File: src/rtl/corner_tracker.sv
// corner_tracker: per-frame extreme-point finder over a raster-ordered binary mask, with a pixel-count
// pass threshold and a dropout hold. Define CORNER_SMOOTH_EN to average corners across consecutive passes.
module corner_tracker #(
   parameter int FRAME_W   = 800,
   parameter int FRAME_H   = 600,
   parameter int COORD_W   = 10,
   parameter int CNT_W     = 8,
   parameter int MIN_PIX   = 255,
   parameter int MISS_HOLD = 2
) (
   input  logic                 i_clk,
   input  logic                 i_rst,
   input  logic                 i_valid,
   input  logic                 i_data,
   input  logic                 i_sof,
   output logic                 o_valid,
   output logic                 o_success,
   output logic                 o_held,
   output logic [2*COORD_W-1:0] o_ul_addr,
   output logic [2*COORD_W-1:0] o_ur_addr,
   output logic [2*COORD_W-1:0] o_dl_addr,
   output logic [2*COORD_W-1:0] o_dr_addr
);

   localparam int AW     = 2 * COORD_W;
   localparam int MISS_W = (MISS_HOLD < 1) ? 1 : $clog2(MISS_HOLD + 1);

   localparam logic [COORD_W-1:0] C_ZERO   = {COORD_W{1'b0}};
   localparam logic [COORD_W-1:0] C_ONE    = {{(COORD_W-1){1'b0}}, 1'b1};
   localparam logic [COORD_W-1:0] C_MAX    = {COORD_W{1'b1}};
   localparam logic [COORD_W-1:0] COL_LAST = COORD_W'(FRAME_W - 1);
   localparam logic [COORD_W-1:0] ROW_LAST = COORD_W'(FRAME_H - 1);

   localparam logic [CNT_W-1:0]  CNT_ZERO  = {CNT_W{1'b0}};
   localparam logic [CNT_W-1:0]  CNT_ONE   = {{(CNT_W-1){1'b0}}, 1'b1};
   localparam logic [CNT_W-1:0]  CNT_MAX   = {CNT_W{1'b1}};
   localparam logic [CNT_W-1:0]  CNT_MIN   = CNT_W'(MIN_PIX);
   localparam logic [MISS_W-1:0] MISS_ZERO = {MISS_W{1'b0}};
   localparam logic [MISS_W-1:0] MISS_ONE  = {{(MISS_W-1){1'b0}}, 1'b1};
   localparam logic [MISS_W-1:0] MISS_LIM  = MISS_W'(MISS_HOLD);

   localparam logic [AW-1:0] DEF_UL    = {C_ZERO, C_ZERO};
   localparam logic [AW-1:0] DEF_UR    = {C_ZERO, COL_LAST};
   localparam logic [AW-1:0] DEF_DL    = {ROW_LAST, C_ZERO};
   localparam logic [AW-1:0] DEF_DR    = {ROW_LAST, COL_LAST};
   localparam logic [AW-1:0] SEN_TOP   = {C_MAX, C_ZERO};
   localparam logic [AW-1:0] SEN_BOT   = {C_ZERO, C_ZERO};
   localparam logic [AW-1:0] SEN_LEFT  = {C_ZERO, C_MAX};
   localparam logic [AW-1:0] SEN_RIGHT = {C_ZERO, C_ZERO};

`ifdef CORNER_SMOOTH_EN
   function automatic logic [AW-1:0] smooth_addr(input logic [AW-1:0] prev, input logic [AW-1:0] cur);
      logic [COORD_W:0] row_sum;
      logic [COORD_W:0] col_sum;
      row_sum = {1'b0, prev[AW-1:COORD_W]} + {1'b0, cur[AW-1:COORD_W]} + {C_ZERO, 1'b1};
      col_sum = {1'b0, prev[COORD_W-1:0]} + {1'b0, cur[COORD_W-1:0]} + {C_ZERO, 1'b1};
      return {row_sum[COORD_W:1], col_sum[COORD_W:1]};
   endfunction
`endif

   logic [COORD_W-1:0] row_r, col_r;
   logic [AW-1:0]      top_r, bot_r, left_r, right_r;
   logic [CNT_W-1:0]   cnt_r;
   logic [MISS_W-1:0]  miss_r;
   logic               valid_r, success_r, held_r;
   logic [AW-1:0]      ul_r, ur_r, dl_r, dr_r;

   logic [COORD_W-1:0] pos_row_s, pos_col_s, row_next_s, col_next_s;
   logic               first_s, frame_end_s, pass_s;
   logic [AW-1:0]      top_base_s, bot_base_s, left_base_s, right_base_s;
   logic [AW-1:0]      top_next_s, bot_next_s, left_next_s, right_next_s;
   logic [CNT_W-1:0]   cnt_base_s, cnt_next_s;
   logic [MISS_W-1:0]  miss_n_s;
   logic               success_n_s, held_n_s;
   logic [AW-1:0]      ul_n_s, ur_n_s, dl_n_s, dr_n_s;

   // Beat position, raster advance and tracker updates (first beat of a frame compares against sentinels).
   always_comb begin
      pos_row_s = i_sof ? C_ZERO : row_r;
      pos_col_s = i_sof ? C_ZERO : col_r;
      first_s   = (pos_row_s == C_ZERO) && (pos_col_s == C_ZERO);
      frame_end_s = i_valid && (pos_row_s == ROW_LAST) && (pos_col_s == COL_LAST);

      if (pos_col_s == COL_LAST) begin
         col_next_s = C_ZERO;
         row_next_s = (pos_row_s == ROW_LAST) ? C_ZERO : pos_row_s + C_ONE;
      end else begin
         col_next_s = pos_col_s + C_ONE;
         row_next_s = pos_row_s;
      end

      top_base_s   = first_s ? SEN_TOP   : top_r;
      bot_base_s   = first_s ? SEN_BOT   : bot_r;
      left_base_s  = first_s ? SEN_LEFT  : left_r;
      right_base_s = first_s ? SEN_RIGHT : right_r;
      cnt_base_s   = first_s ? CNT_ZERO  : cnt_r;

      top_next_s   = (i_data && (pos_row_s <  top_base_s[AW-1:COORD_W]))  ? {pos_row_s, pos_col_s} : top_base_s;
      bot_next_s   = (i_data && (pos_row_s >= bot_base_s[AW-1:COORD_W]))  ? {pos_row_s, pos_col_s} : bot_base_s;
      left_next_s  = (i_data && (pos_col_s <= left_base_s[COORD_W-1:0]))  ? {pos_row_s, pos_col_s} : left_base_s;
      right_next_s = (i_data && (pos_col_s >  right_base_s[COORD_W-1:0])) ? {pos_row_s, pos_col_s} : right_base_s;
      cnt_next_s   = (i_data && (cnt_base_s != CNT_MAX)) ? cnt_base_s + CNT_ONE : cnt_base_s;
      pass_s       = (cnt_next_s >= CNT_MIN);
   end

   // End-of-frame decision: pass loads corners, a short miss run holds them, a long one reverts to defaults.
   always_comb begin
      ul_n_s      = ul_r;
      ur_n_s      = ur_r;
      dl_n_s      = dl_r;
      dr_n_s      = dr_r;
      success_n_s = success_r;
      held_n_s    = held_r;
      miss_n_s    = miss_r;
      if (frame_end_s) begin
         if (pass_s) begin
            success_n_s = 1'b1;
            held_n_s    = 1'b0;
            miss_n_s    = MISS_ZERO;
`ifdef CORNER_SMOOTH_EN
            if (success_r) begin
               ul_n_s = smooth_addr(ul_r, top_next_s);
               ur_n_s = smooth_addr(ur_r, right_next_s);
               dl_n_s = smooth_addr(dl_r, left_next_s);
               dr_n_s = smooth_addr(dr_r, bot_next_s);
            end else begin
               ul_n_s = top_next_s;
               ur_n_s = right_next_s;
               dl_n_s = left_next_s;
               dr_n_s = bot_next_s;
            end
`else
            ul_n_s = top_next_s;
            ur_n_s = right_next_s;
            dl_n_s = left_next_s;
            dr_n_s = bot_next_s;
`endif
         end else if (miss_r < MISS_LIM) begin
            success_n_s = 1'b0;
            held_n_s    = 1'b1;
            miss_n_s    = miss_r + MISS_ONE;
         end else begin
            success_n_s = 1'b0;
            held_n_s    = 1'b0;
            miss_n_s    = miss_r;
            ul_n_s      = DEF_UL;
            ur_n_s      = DEF_UR;
            dl_n_s      = DEF_DL;
            dr_n_s      = DEF_DR;
         end
      end else begin
         miss_n_s = miss_r;
      end
   end

   // Raster counters and per-frame trackers advance only on valid beats.
   always_ff @(posedge i_clk) begin
      if (i_rst) begin
         row_r   <= C_ZERO;
         col_r   <= C_ZERO;
         top_r   <= SEN_TOP;
         bot_r   <= SEN_BOT;
         left_r  <= SEN_LEFT;
         right_r <= SEN_RIGHT;
         cnt_r   <= CNT_ZERO;
      end else if (i_valid) begin
         row_r   <= row_next_s;
         col_r   <= col_next_s;
         top_r   <= top_next_s;
         bot_r   <= bot_next_s;
         left_r  <= left_next_s;
         right_r <= right_next_s;
         cnt_r   <= cnt_next_s;
      end else begin
         row_r   <= row_r;
         col_r   <= col_r;
         top_r   <= top_r;
         bot_r   <= bot_r;
         left_r  <= left_r;
         right_r <= right_r;
         cnt_r   <= cnt_r;
      end
   end

   // Registered corner outputs, status flags and the one-cycle update strobe.
   always_ff @(posedge i_clk) begin
      if (i_rst) begin
         valid_r   <= 1'b0;
         success_r <= 1'b0;
         held_r    <= 1'b0;
         miss_r    <= MISS_ZERO;
         ul_r      <= DEF_UL;
         ur_r      <= DEF_UR;
         dl_r      <= DEF_DL;
         dr_r      <= DEF_DR;
      end else begin
         valid_r   <= frame_end_s;
         success_r <= success_n_s;
         held_r    <= held_n_s;
         miss_r    <= miss_n_s;
         ul_r      <= ul_n_s;
         ur_r      <= ur_n_s;
         dl_r      <= dl_n_s;
         dr_r      <= dr_n_s;
      end
   end

   assign o_valid   = valid_r;
   assign o_success = success_r;
   assign o_held    = held_r;
   assign o_ul_addr = ul_r;
   assign o_ur_addr = ur_r;
   assign o_dl_addr = dl_r;
   assign o_dr_addr = dr_r;

endmodule

File: config.mk
export PLATFORM = sky130hd
export DESIGN_NAME = corner_tracker
export DESIGN_NICKNAME = d
export VERILOG_FILES = /design/src/rtl/corner_tracker.sv
export SDC_FILE = /design/constraint.sdc
export NUM_CORES = 1
export LEC_CHECK = 0
export BUFFER_PORTS_ARGS = -buffer_cell sky130_fd_sc_hd__buf_4
export CAP_MARGIN = 20
export CORE_MARGIN = 2
export CORE_UTILIZATION = 55
export CTS_CLUSTER_DIAMETER = 100
export DETAILED_ROUTE_END_ITERATION = 8
export GPL_TIMING_DRIVEN = 1
export PLACE_DENSITY = 0.73
export REMOVE_ABC_BUFFERS = 1
export SKIP_LAST_GASP = 1
export SYNTH_ARGS = -nofsm -noshare
export SYNTH_HDL_FRONTEND = slang
export SYNTH_SLANG_ARGS = --single-unit
File: constraint.sdc
create_clock -name i_clk -period 7 [get_ports i_clk]
set_clock_uncertainty 0.15 [all_clocks]
set_input_delay 1.4 -clock i_clk [delete_from_list [all_inputs] [get_ports i_clk]]
set_output_delay 1.4 -clock i_clk [all_outputs]
set_load 0.02 [all_outputs]
# Word level (Yosys, flattened, before mapping)
# Cells that the tools add are included.
# classes
add_sub_neg,4
magnitude_cmp,6
n_eq_ne,4
n_mux,28
reduce_logical,13
# ops
cell,n
2-to-1 mux 20 bit,16
2-to-1 mux 10 bit,5
adder 10 x 1 -> 10 bit (second input constant),2
equality test 10 bit (second input constant),2
zero test 10 bit,2
2-to-1 mux 8 bit,2
greater-or-equal comparator 10 bit,1
greater-than comparator 10 bit,1
<= comparator 10 bit,1
less-than comparator 10 bit,1
adder 8 x 1 -> 8 bit (second input constant),1
greater-or-equal comparator 8 bit (second input constant),1
logical AND 1 bit,8
inequality test 8 bit (second input constant),1
2-to-1 mux 2 bit,2
AND reduction 2 bit,2
2-to-1 mux 1 bit,3
adder 2 x 1 -> 2 bit (second input constant),1
less-than comparator 2 bit (second input constant),1
inequality test 2 bit (second input constant),1
nonzero test 2 bit,1
# totals
regBits,193
input_bits,5
out_inout_bits,83
word_cells,70

# Longest topological paths before layout
# Gate-level depths: netlist of the first run.
# depth
word_depth,10
ltp_mapped,21
mapped_depth_nobuf,14

# Least setup slack after synthesis of the first run
# No wires, ideal clock.
# synth_path
kind,input-to-reg
start,in i_sof
end,reg top_r[14]
setup_ns,0.058
arrival_ns,5.656
t_required_ns,6.792
slack_ns,1.136
path_stages,21
n_path_buf,8
path_cell_list,buf_6 > clkbuf_1 > clkbuf_1 > nand2b_1 > ha_1 > o211ai_1 > nor2_1 > clkbuf_1 > clkbuf_1 > clkbuf_1 > nor2_1 > ha_1 > a21o_1 > a21o_1 > a211o_1 > nor3_1 > or2_2 > clkbuf_1 > a21o_1 > buf_2 > o22a_1
# synth_via
elab_chain_cells,7
# synth_rtl
item,line_no,rtl
"start, declared",15,"input logic i_sof,"
"2-to-1 mux 10 bit, on equally long branches","79, 80",
zero test 10 bit,81,first_s = (pos_row_s == C_ZERO) && (pos_col_s == C_ZERO);
logical AND 1 bit,81,
2-to-1 mux 20 bit,92,top_base_s = first_s ? SEN_TOP : top_r;
less-than comparator 10 bit,98,"top_next_s = (i_data && (pos_row_s < top_base_s[AW-1:COORD_W])) ? {pos_row_s, pos_col_s} : top_base_s;"
logical AND 1 bit,98,
2-to-1 mux 20 bit (*),98,
"end signal, assigned",169,top_r <= top_next_s;
"end signal, assigned",177,top_r <= top_r;
"end, declared",62,"logic [AW-1:0] top_r, bot_r, left_r, right_r;"
# Every way passes the cells marked *; elsewhere a longest branch is shown, timed or not.
# A chain may end at the register's enable or synchronous reset.

# Worst setup path after layout of the first run
# layout_path
start,in i_sof
end,reg left_r[11]
# layout_via
elab_chain_cells,7
# layout_rtl
item,line_no,rtl
"2-to-1 mux 10 bit, on equally long branches","79, 80",
zero test 10 bit,81,
logical AND 1 bit,81,
2-to-1 mux 20 bit,94,left_base_s = first_s ? SEN_LEFT : left_r;
<= comparator 10 bit,100,"left_next_s = (i_data && (pos_col_s <= left_base_s[COORD_W-1:0])) ? {pos_row_s, pos_col_s} : left_base_s;"
logical AND 1 bit,100,
2-to-1 mux 20 bit (*),100,
"end signal, assigned",171,left_r <= left_next_s;
"end signal, assigned",179,left_r <= left_r;
"end, declared",62,
# Marked as above.

==> results of run 1 <==
## per-layer routing
layer  vias to the layer above  GRT usage  wire length, µm
li1                       3912          -                -
met1                      3790      0.398            11300
met2                       340      0.430            11000
met3                        45     0.0473             1670
met4                         0      0.106              645
met5                         -          0                0
## cell usage in the layout (no fill, tap or decap), types with 3 or more instances in the layout
cell type / Yosys / routed
clkinv_1: 3 / 3
clkinv_2: 0 / 4
a32oi_1: 6 / 6
and4_1: 5 / 5
nand3_1: 18 / 18
clkinv_4: 0 / 4
dfxtp_1: 193 / 193
nor3_1: 12 / 12
nor4_1: 13 / 13
o21ai_0: 30 / 30
mux2i_1: 6 / 6
inv_1: 26 / 26
clkbuf_16: 0 / 17
nand2_1: 88 / 88
or4_1: 4 / 4
nand2b_1: 22 / 22
ha_1: 44 / 44
a21o_1: 11 / 11
and2_1: 12 / 12
a22oi_1: 30 / 30
and3_1: 10 / 10
a21oi_1: 52 / 52
nand4_1: 9 / 9
nor2b_1: 7 / 7
buf_4: 0 / 115
a31oi_1: 21 / 21
a211oi_1: 31 / 31
a2bb2oi_1: 22 / 22
nor3b_1: 4 / 4
o22a_1: 17 / 17
a221oi_1: 4 / 4
o2bb2ai_1: 56 / 56
nor2_1: 139 / 139
a22o_1: 16 / 16
o22ai_1: 4 / 4
## cell type report
cell class	count	share of cell area
clock buffer	21	0.0441
clock inverter	11	0.00768
inverter	31	0.0112
multi-input combinational	734	0.458
sequential	193	0.370
tap	216	0.0259
timing repair buffer	115	0.0828
## flip-flops by register name, summed over array words and instances, names as in the netlist
signal,cells
o_dr_addr,20
top_r,20
col_r,10
o_ur_addr,20
bot_r,20
left_r,20
row_r,10
o_dl_addr,20
o_valid,1
cnt_r,8
miss_r,2
o_ul_addr,20
right_r,20
o_success,1
o_held,1
## worst min path at each step
stage               endpoint          start  cells after the start  slack (ps)
4_1_cts        o_dr_addr[11]  o_dr_addr[11]                      2         300
5_1_grt         o_dr_addr[1]   o_dr_addr[1]                      2         320
3_5_place_dp   o_dr_addr[11]  o_dr_addr[11]                      2         290
3_3_place_gp   o_dr_addr[11]  o_dr_addr[11]                      2         290
6_report       o_dr_addr[11]  o_dr_addr[11]                      2         300
2_1_floorplan  o_dl_addr[12]     left_r[12]                      2         280
## kinds of logic (layout without fill, tap and decap cells)
family	Yosys count	after routing
buffers and inverters	112	178
AOI/OAI and AO/OA	324	324
muxes	7	7
DFF	193	193
and+or+nand+nor	356	356
xor gates and xnor gates	3	3
adders and majority gates	44	44
## power breakdown
part           internal, µW  switching, µW
registers              1110           11.4
clock network           475            427
logic                  37.1           88.1
## worst max-delay path, delay by kind of cell
family	cells	cell delay (ps)
fa+ha+maj	2	550
compound gates	7	1620
simple gates	4	1380
buf+inv	2	650
## metrics by stage
step | instances | worst slack [ps] | total power [µW]
after detailed placement | 1289 | 1200 | 1270
final | 1321 | 1550 | 2150
after CTS | 1321 | 1640 | 2160
after floorplan | 958 | -721 | 1220
after global placement | 1289 | 1250 | 1270
after global routing | 1321 | 1190 | 2220
==> reports/results.ini, run 1 <==
[run_status]
outcome = finished clean

[worst_setup_path]
reg2reg_depth = 15
cp-start-kind = input pin
path_max_fanout = 37
critPathArrivalTime_ps = 5620
slowest_delay_ps = 620
r2r_start = row_r[0]
required_ps = 7170
reg2reg_slack_ps = 2520
criticalPathCategory = in -> reg
cp_cell_sequence = buf_4 -> nand2b_1 -> ha_1 -> o211ai_1 -> nor2_1 -> buf_4 -> nor2_1 -> ha_1 -> a21o_1 -> a21o_1 -> a2111oi_0 -> a21oi_1 -> nand2_1 -> a21oi_1 -> a22o_1
crit_slowest_cell = nor2_1
critPathCapture = left_r[11]
startpoint = i_sof
cp-end-kind = flop
r2r-end = right_r[9]

[placed_design]
dp_hpwl_um = 16600
port_buffers = 87
place_area_mm2 = 0.00989
routabilityCongestion = 0.870

[sta]
whs_ps = 296
fmax_mhz = 183
setup_tns_ps = 0
tightest_slew_ps = 857
min_period_over_period = 0.779
rsz0062_at_grt = false
finalMaxSlewViolations = 0
max_slew_margin = 0.426
hold_violations = 0
final-setup-viol-count = 0
period_needed_ps = 5450

[pwr]
p_leak_uw = 0.00418
vdd_ir_drop_max_uv = 185
power.density_mw_per_mm2 = 206

[clocking]
cts_sinks = 193
cts_setup_buffers = 0
numCtsBuffers = 17
root_buffer = clkbuf_16
clock_latency_ps = 430
cts_resized = 0
clockBufferDepth = 2
hold_buffers = 0
h-tree-depth = 4
cts_tree = done
clkTransAtPathRegs_ps = 70

[synthesis]
synth_seq_area_share = 0.427
synthSimpleGateAreaFrac = 0.188
synth.distinct_cells = 67
synth_top_family_by_area = compound AO/OA/AOI/OAI gates
synthTopCellsByArea = dfxtp_1 43%, ha_1 6.1%, nor2_1 5.8%
yosys_warnings = 0
synth_top_cells_by_count = 193 x dfxtp_1, 139 x nor2_1, 88 x nand2_1
synth_compound_area_frac = 0.264
muxShareOfSynthArea = 0.00788
synthCells = 1039
synth-xor-area-share = 0.00290
syn_area_mm2 = 0.00905
yosys.area_share.adder = 0.0609
synth_top_cell_area_share = 0.427
yosysMostFrequentCell = dfxtp_1
synth_top_area_cell = dfxtp_1
synthFlopType = dfxtp_1
avgSynthCellArea_um2 = 8.71
ys_ff_latch = 193
synthArstFlopShare = 0
synth_edf_count = 0

[grt]
track_usage = 0.281
grt_max_degree = 56
antenna_found_initial = 0
grt_pass1_vias = 7341
grt-ovfl-total = 0
grt_pass1_wl_um = 39600

[route]
drc = 0
vias = 8087
ant_nets = 0
routedWlPerCell_um = 18.6
viasPerCell = 6.12
totalWireLength_um = 24600
drtIter0Drc = 705
firstDrtPassIters = 5

[final_layout]
post-route-util = 0.652
multi_input_area_mm2 = 0.00478
regArea_mm2 = 0.00386
fillCellCount = 1396
drive_gt1_frac = 0.148
antennaDiodeCount = 0
syn_to_final_growth_pct = 15.3
final_area_mm2 = 0.0104
nNetsFinal = 1141

[die]
die_x_um = 132
initial_core_util = 0.565
dieArea_mm2 = 0.0175
pin_count = 88
die_h_um = 132
fp.coreArea_mm2 = 0.0160
fp-row-count = 46

[run]
max_cap_violations = 0

[hold_path]
hold_class = reg -> reg

(Power assumes the default switching activity.)
==> run 2: changes to the inputs <==
==> constraint.sdc (replaced) <==
create_clock -name i_clk -period 5.1 [get_ports i_clk]
set_clock_uncertainty 0.15 [all_clocks]
set_input_delay 1.02 -clock i_clk [delete_from_list [all_inputs] [get_ports i_clk]]
set_output_delay 1.02 -clock i_clk [all_outputs]
set_load 0.02 [all_outputs]
==> run 2 against run 1 <==
Compared with the run above:
- sequential power is 37% higher
- critical path depth rose by 1
- die area stayed put
- clock power up 42%
- worst setup slack got worse by 1100 ps
- non-clock buffer count rose by 14
- highest routed layer unchanged
==> reports/results.ini, run 2 (synthesis results as in run 1) <==
[run_status]
outcome = finished clean

[worst_setup_path]
cp-end-kind = flop
cp_cell_sequence = buf_4 -> nand2b_1 -> ha_1 -> o211ai_1 -> nor2_1 -> buf_4 -> nor2_1 -> ha_1 -> a21o_1 -> a21o_1 -> a2111oi_0 -> a21oi_1 -> buf_4 -> nor3_1 -> buf_4 -> a2bb2oi_1
path_common_cell = buf_4
critPathArrivalTime_ps = 4850
path_max_fanout = 19
criticalPathCategory = in -> reg
crit_slowest_cell = nor2_1
slowest_delay_ps = 610
required_ps = 5260
cp-start-kind = input pin

[route]
firstDrtPassIters = 5
routedWlPerCell_um = 18.8
totalWireLength_um = 25000
vias = 8193
drc = 0
viasPerCell = 6.15
ant_nets = 0
drtIter0Drc = 648

[final_layout]
nNetsFinal = 1155
post-route-util = 0.659
antennaDiodeCount = 0
layout_common_cells = 193 x dfxtp_1, 139 x nor2_1, 128 x buf_4, 88 x nand2_1, 56 x o2bb2ai_1
final_common_cell = dfxtp_1
syn_to_final_growth_pct = 16.6
drive_gt1_frac = 0.156

[pwr]
power.density_mw_per_mm2 = 284
power_frac_comb = 0.060
p_int_uw = 2280
clock_power_share = 0.425
power_uw = 3000
switching_share = 0.240
switching_power_uw = 720
power.share.sequential = 0.515
vdd_ir_drop_max_uv = 264
p_leak_uw = 0.00424

[clocking]
numCtsBuffers = 17
clockBufferDepth = 2
cts_resized = 0
cts_setup_buffers = 0
cts_sinks = 193
root_buffer = clkbuf_16
clkTransAtPathRegs_ps = 70
cts_tree = done
h-tree-depth = 4
clock_latency_ps = 440
hold_buffers = 0

[placed_design]
routabilityCongestion = 0.889
dp_hpwl_um = 17000
post-place-ws_ps = 63.1
port_buffers = 87

[sta]
final-setup-viol-count = 0
rsz0062_at_grt = false
finalMaxSlewViolations = 0
hold_violations = 0
finalWorstSetupSlack_ps = 405
fmax_mhz = 213
whs_ps = 300
min_period_over_period = 0.921
setup_tns_ps = 0
tightest_slew_ps = 1000
max_slew_margin = 0.332
period_needed_ps = 4690

[die]
fp-row-count = 46
fp.coreArea_mm2 = 0.0160
die_x_um = 132
die_h_um = 132
dieArea_mm2 = 0.0175
initial_core_util = 0.565
pin_count = 88

[hold_path]
hold_class = reg -> reg

[grt]
grt-ovfl-total = 0
grt_pass1_wl_um = 40000
grt_max_degree = 98
grt_pass1_vias = 7633
antenna_found_initial = 0
track_usage = 0.284

[run]
max_cap_violations = 0

run 2: cell count changes in the layout (fill, tap and decap cells not counted), sizes merged:
| cell | change |
|---|---|
| clkbuf | +1 |
| bufinv | +1 |
| inv | -1 |
| buf | +14 |
| clkinv | -5 |
| clkinvlp | +1 |
run 2: power by group through the flow:
stage | registers (µW) | clock network (µW) | logic (µW)
finish | 1550 | 1280 | 181
floorplan | 1570 | 0 | 96.2
CTS | 1540 | 1290 | 178
global placement | 1580 | 0 | 174
detailed placement | 1580 | 0 | 177
global route | 1550 | 1340 | 197
run 2: final timing paths:
path	startpoint	endpoint	slack (ps)	cells past startpoint
worst min-delay path	o_dr_addr[11]	o_dr_addr[11]	300	2
worst max register to register	row_r[7]	left_r[7]	700	14
worst max-delay path	i_sof	left_r[7]	410	16
worst min register to register	o_dr_addr[11]	o_dr_addr[11]	300	2
run 2: per-stage QoR:
step / instance area (µm²) / instances
global placement: 10000 / 1302
CTS: 10500 / 1331
detailed placement: 10000 / 1302
finish: 10600 / 1332
floorplan: 8710 / 958
global route: 10600 / 1332
run 2: critical path, delay by kind of cell:
family | cells | cell delay (ps)
simple gates | 4 | 1090
buf+inv | 4 | 1000
fa+ha+maj | 2 | 510
compound gates | 6 | 1220
run 2: metal layers:
metal	share of wire	global-route usage	vias up
met2	0.44	0.433	326
met4	0.030	0.119	0
li1	-	-	3945
met3	0.071	0.0446	53
met5	0	0	-
met1	0.46	0.402	3869
run 2: layout make-up:
class / count / area (µm²)
multi-input cells: 734 / 4780
inverters: 31 / 116
repair buffers: 129 / 981
well taps: 216 / 270
clock buffers: 22 / 464
flip-flops and latches: 193 / 3860
fillers: 1376 / 5450
clock inverters: 7 / 80.1
